--- src/rtl/ro_freq_meter.sv ---
// Multi-channel ring-oscillator frequency meter.
// Enables one ring, lets its synchroniser settle, counts synchronised rising
// edges over a programmable window of clk cycles and latches the result for
// parallel or MSB-first serial readout.
module ro_freq_meter #(
  parameter int NUM_CH      = 4,
  parameter int CH_W        = 2,
  parameter int GATE_W      = 16,
  parameter int CNT_W       = 16,
  parameter int SYNC_STAGES = 2,
  parameter int SETTLE_CYC  = 8
) (
  input  logic              clk,
  input  logic              reset,
  input  logic              start,
  input  logic [CH_W-1:0]   ch_sel,
  input  logic [GATE_W-1:0] gate_cycles,
  input  logic [NUM_CH-1:0] osc_in,
  output logic [NUM_CH-1:0] ring_ena,
  output logic              busy,
  output logic              done,
  output logic [CNT_W-1:0]  count,
  output logic              overflow,
  input  logic              shift_en,
  output logic              shift_out
);

  localparam int SET_W = $clog2(SETTLE_CYC + 1);
  localparam int TMR_W = (GATE_W > SET_W) ? GATE_W : SET_W;
  localparam logic [CNT_W-1:0] CNT_MAX = '1;

  typedef enum logic [1:0] {
    IDLE    = 2'd0,
    SETTLE  = 2'd1,
    MEASURE = 2'd2,
    DONE    = 2'd3
  } state_t;

  state_t              state;
  state_t              state_nxt;
  logic                accept;
  logic [CH_W-1:0]     ch_q;
  logic [GATE_W-1:0]   gate_q;
  logic [TMR_W-1:0]    timer;
  logic                osc_sel;
  logic [SYNC_STAGES-1:0] sync_pipe;
  logic                hist;
  logic                rise;
  logic [CNT_W-1:0]    counter;
  logic [CNT_W-1:0]    cnt_nxt;
  logic                ovf_nxt;
  logic [CNT_W-1:0]    shreg;

  // Saturating increment: the counter sticks at all-ones.
  function automatic logic [CNT_W-1:0] sat_inc(input logic [CNT_W-1:0] v);
    return (v == CNT_MAX) ? v : v + 1'b1;
  endfunction

  // Timer reload for the measurement window; a zero gate still gives one cycle.
  function automatic logic [TMR_W-1:0] gate_load(input logic [GATE_W-1:0] g);
    return (g == '0) ? '0 : TMR_W'(g) - 1'b1;
  endfunction

  // State register.
  always_ff @(posedge clk) begin
    if (reset) state <= IDLE;
    else       state <= state_nxt;
  end

  // Next-state logic; start is only honoured when not busy.
  always_comb begin
    state_nxt = state;
    accept    = 1'b0;
    case (state)
      IDLE, DONE: begin
        if (start) begin
          state_nxt = SETTLE;
          accept    = 1'b1;
        end
      end
      SETTLE:  if (timer == '0) state_nxt = MEASURE;
      MEASURE: if (timer == '0) state_nxt = DONE;
      default: state_nxt = IDLE;
    endcase
  end

  // Phase timer: counts down the settle period, then the gate window.
  always_ff @(posedge clk) begin
    if (reset)                                timer <= '0;
    else if (accept)                          timer <= TMR_W'(SETTLE_CYC - 1);
    else if (state == SETTLE && timer == '0)  timer <= gate_load(gate_q);
    else if (timer != '0)                     timer <= timer - 1'b1;
  end

  // Measurement configuration captured when a start is accepted.
  always_ff @(posedge clk) begin
    if (accept) begin
      ch_q   <= ch_sel;
      gate_q <= gate_cycles;
    end
  end

  // Channel mux; out-of-range selections read as a quiet input.
  always_comb begin
    osc_sel = 1'b0;
    for (int i = 0; i < NUM_CH; i++)
      if (ch_q == CH_W'(i)) osc_sel = osc_in[i];
  end

  // Synchroniser chain plus history flop; runs continuously so the settle
  // period leaves it filled with the selected ring before the gate opens.
  always_ff @(posedge clk) begin
    sync_pipe <= {sync_pipe[SYNC_STAGES-2:0], osc_sel};
    hist      <= sync_pipe[SYNC_STAGES-1];
  end

  assign rise = sync_pipe[SYNC_STAGES-1] & ~hist;

  // Edge accumulation during the gate window, with sticky overflow.
  always_comb begin
    cnt_nxt = counter;
    ovf_nxt = overflow;
    if (state == MEASURE && rise) begin
      if (counter == CNT_MAX) ovf_nxt = 1'b1;
      cnt_nxt = sat_inc(counter);
    end
  end

  // Counter, latched result and serial shifter; start takes priority over shifting.
  always_ff @(posedge clk) begin
    if (reset) begin
      counter  <= '0;
      overflow <= 1'b0;
      count    <= '0;
      shreg    <= '0;
    end else if (accept) begin
      counter  <= '0;
      overflow <= 1'b0;
    end else if (state == MEASURE) begin
      counter  <= cnt_nxt;
      overflow <= ovf_nxt;
      if (timer == '0) begin
        count <= cnt_nxt;
        shreg <= cnt_nxt;
      end
    end else if (state == DONE && shift_en) begin
      shreg <= {shreg[CNT_W-2:0], 1'b0};
    end
  end

  assign busy      = (state == SETTLE) || (state == MEASURE);
  assign done      = (state == DONE);
  assign shift_out = shreg[CNT_W-1];

  // Ring enable follows the latched channel while a measurement is in progress.
  always_comb begin
    ring_ena = '0;
    for (int i = 0; i < NUM_CH; i++)
      ring_ena[i] = busy && (ch_q == CH_W'(i));
  end

endmodule
--- config.mk ---
export PLATFORM = sky130hd
export DESIGN_NAME = ro_freq_meter
export DESIGN_NICKNAME = d
export VERILOG_FILES = /design/src/rtl/ro_freq_meter.sv
export SDC_FILE = /design/constraint.sdc
export NUM_CORES = 1
export LEC_CHECK = 0
export BUFFER_PORTS_ARGS = -buffer_cell sky130_fd_sc_hd__buf_2
export CORE_MARGIN = 8
export CORE_UTILIZATION = 40
export DETAILED_ROUTE_END_ITERATION = 16
export HOLD_SLACK_MARGIN = 0.1
export PLACE_DENSITY = 0.62
export SLEW_MARGIN = 20
export SYNTH_ARGS = -nofsm -noshare
export SYNTH_HDL_FRONTEND = slang
export SYNTH_SLANG_ARGS = --single-unit
--- constraint.sdc ---
create_clock -name clk -period 3.5 [get_ports clk]
set_clock_uncertainty 0.15 [all_clocks]
set_input_delay 0.7 -clock clk [delete_from_list [all_inputs] [get_ports clk]]
set_output_delay 0.7 -clock clk [all_outputs]
set_load 0.02 [all_outputs]
==> results.md <==
- Critical path's slowest cell: ha_1
- Post-synth top area share: around 33%
- Detailed-route DRC error count: 0
- CP max stage delay: about 550 ps
- DR vias: ~3500
- Total power: ~3.5 mW
- Ys Warns: 0
- DR WL/cell: between 15 and 20 um
- # hold bufs at CTS: 0
- Mapped Area: 4210 um2
- FFs w/ async S/R, synth: 0%
- Tot GR Track Use: 14.4%
- Final slew viol count: 0
- DIE AREA: 14100 um2
- Post-Syn Nets: between 400 and 500
- Leakage power: 1.79 nW
- Mapped Avg Cell Area: 9.51 um2
- Diode count: 0
- Critical path, cell by cell: inv_1 -> ha_1 -> nand3b_1 -> nor4_1 -> mux2_2 -> mux2i_1 -> a211oi_1
- Worst-Margin Slew: between 1000 and 1500 ps
- Core Footprint: roughly 10000 um2
- Worst slew margin: about 28%
- Starting Density: 41.0%
- Vias in the first global route: between 3000 and 4000
- Worst vdd ir: just under 400 uV
- Port bufs: 49
- DP HPWL: just over 7000 um
- GR Util met3: between 3 and 4%
- Global-route wire length before repair: approximately 17000 um
- CTS Buffer Depth: 2
- Final #Nets: 527
- Most used routing layer: met2
- FP Rows: 37
- Routability-driven placement congestion ratio: 0.810
- Post-synth EDFFs: 18
- Via density per instance: 5.49
- Initial antenna violation count: 0
- CTS resizes: 0
- Final setup violating endpoints: 0
- Pre-antenna DRT Iters: 5
- Synth Register Bits: 88
- Num CTS Buffers: 9
- Routed wire length: about 10000 um
- CTS tree: yes
- Worst r2r src: state[0]
- Top cells by area, synth: dfxtp_1 (33%), edfxtp_1 (13%), xnor2_1 (3.7%)
- Max-Cap Viols: 0
- Status: finished clean
- Sequential area share after synthesis: a little under half
- Setup TNS: 0 ps
- CTS root buf: clkbuf_8
- Synth cell types: 60
- Total gr overflow: 0
- Hold path depth: 0
- Worst min-delay path category: flop to flop
- R2R Setup Slk: 670 ps
- IO Pins: 50
- Post-CTS Setup Repair Bufs: 0
- PwrDens: 735 nW/um2
- Fillers: around 1000
- R2R Path End: shreg[11]
- Critical path type: flop to flop
- Data arrival, critical path: just under 3000 ps
- Clk_lat worst skew: around 360 ps
- DR iter-0 viols: between 200 and 300
- H-tree Lvls: 3
- Maximum clock frequency: ~350 MHz
- Most used DFF post-synth: dfxtp_1
- Met2 usage: 23.2%
- M1 GR Usage: approximately a fifth
- Worst-path maximum fanout: 15
- Final period util: between 80% and 90%
- Sink Count: 88
- Area delta synth->final: 13.8%
- Syn Inst Count: 443
- Clk slew on worst S/H paths: roughly 90 ps
- Share of cells above drive strength 1: a little under a fifth
- Final ANT Viol Nets: 0
- Die H: approximately 120 um
- Yosys top cell by area: dfxtp_1
- Largest net degree at the start of global routing: 38
- Critical Path RT: between 3000 and 4000 ps
- Hold_sp: sync_pipe[0]
- Die X: 119 um
- Worst setup EP type: flop
- Worst Setup Start Kind: flop
- Worst Hold Path EP: sync_pipe[1]
- R2R depth: 7
- RSZ-0062 raised after global routing: no
- Final Hold Viols: 0
- Fin crit period: around 2800 ps
[through the flow]
step,utilization [%],worst slack (ps),hold WS [ps],std cells,area (um2)
floorplan,-,680,160,443,4210
global placement,44.6,833,166,617,4580
detailed placement,44.6,714,170,617,4580
CTS,46.6,699,192,633,4790
global route,46.6,475,198,633,4790
finish,46.6,671,189,633,4790
[sequential cells by signal, indices dropped and copies added (netlist names)]
signal and flops:
sync_pipe 2, ch_q 2, overflow 1, counter 16, state 2, count 16
timer 16, gate_q 16, shreg 16, hist 1
[worst max path at each step]
stage / from / end
2_1_floorplan: state[0] / shreg[2]
3_3_place_gp: state[0] / shreg[11]
3_5_place_dp: state[0] / shreg[11]
4_1_cts: state[0] / shreg[11]
5_1_grt: state[0] / shreg[13]
6_report: state[0] / shreg[11]
[layer usage]
layer / routed length (um) / part of all wire, %
met3: 516 / 5.2
met5: 0 / 0
met4: 138 / 1.4
met2: 4650 / 47
met1: 4680 / 47
[layout make-up]
type                            count  area (um2)  area share, %
Sequential cell                    88        1940           40.5
Timing Repair Buffer               56         298           6.21
Inverter                           14        52.6           1.10
Multi-Input combinational cell    323        2120           44.2
Clock buffer                       14         195           4.07
Tap cell                          136         170           3.55
Clock inverter                      2        16.3          0.339
[cells by family (layout without fill, tap and decap cells)]
family                   after synthesis  count (layout)  share of synthesized area (%)
AND/OR/NAND/NOR                      178             178                           24.3
AO/OA/AOI/OAI                         95              95                           14.0
flip-flops                            88              88                           46.1
buffers and inverters                 32              86                           3.59
XOR/XNOR                              29              29                           6.03
multiplexers                          12              12                           3.27
adder cells (fa/ha/maj)                9               9                           2.67
[synth_stat cells, types with 2 or more instances]
master / instances
o221ai_1: 3
nor4b_1: 2
nor4_1: 14
xor2_1: 11
nor4_4: 3
nand4_1: 12
or4_1: 5
o22ai_1: 4
nand3_1: 27
mux2_2: 4
o211ai_1: 7
dfxtp_1: 70
a21oi_1: 27
mux2i_1: 7
o21a_1: 3
nor4_2: 2
a31oi_1: 2
o21ai_0: 28
xnor2_1: 18
nand4_2: 2
or4_4: 2
and2_1: 8
or3_1: 4
and3_1: 4
ha_1: 9
a211oi_1: 8
buf_2: 4
a2111oi_0: 3
nor3_1: 12
buf_6: 3
o31ai_1: 2
edfxtp_1: 18
clkbuf_1: 9
nand2_1: 28
inv_1: 12
nor2_1: 38
or2_2: 2
nor3b_1: 4
[cells in the final DEF, fill, tap and decap left out, types with 4 or more instances in the layout]
cell type	netlist	routed
and3_1	4	4
or3_1	4	4
buf_4	1	7
xor2_1	11	11
nand3_1	27	27
nor3_1	12	12
or4_1	5	5
o21ai_0	28	28
edfxtp_1	18	18
nand2_1	28	28
inv_1	12	12
dfxtp_1	70	70
mux2_2	4	4
and2_1	8	8
ha_1	9	9
nand4_1	12	12
o211ai_1	7	7
clkbuf_8	0	10
nor4_1	14	14
buf_2	4	49
a21oi_1	27	27
nor3b_1	4	4
a211oi_1	8	8
xnor2_1	18	18
o22ai_1	4	4
nor2_1	38	38
mux2i_1	7	7
[power by group]
group | total [mW] | internal [mW] | switching, mW
Sequential | 1.41 | 1.23 | 0.179
Combinational | 1.38 | 0.512 | 0.865
Clock | 0.738 | 0.368 | 0.370
[critical path: cells and delay by family, from the launching register on]
kind / cells / cell delay [ps]
AO/OA/AOI/OAI: 1 / 90
flip-flops: 1 / 350
multiplexers: 2 / 570
buffers and inverters: 1 / 80
AND/OR/NAND/NOR: 2 / 890
adder cells (fa/ha/maj): 1 / 550
Note: power is estimated with default switching activity, not from simulation.
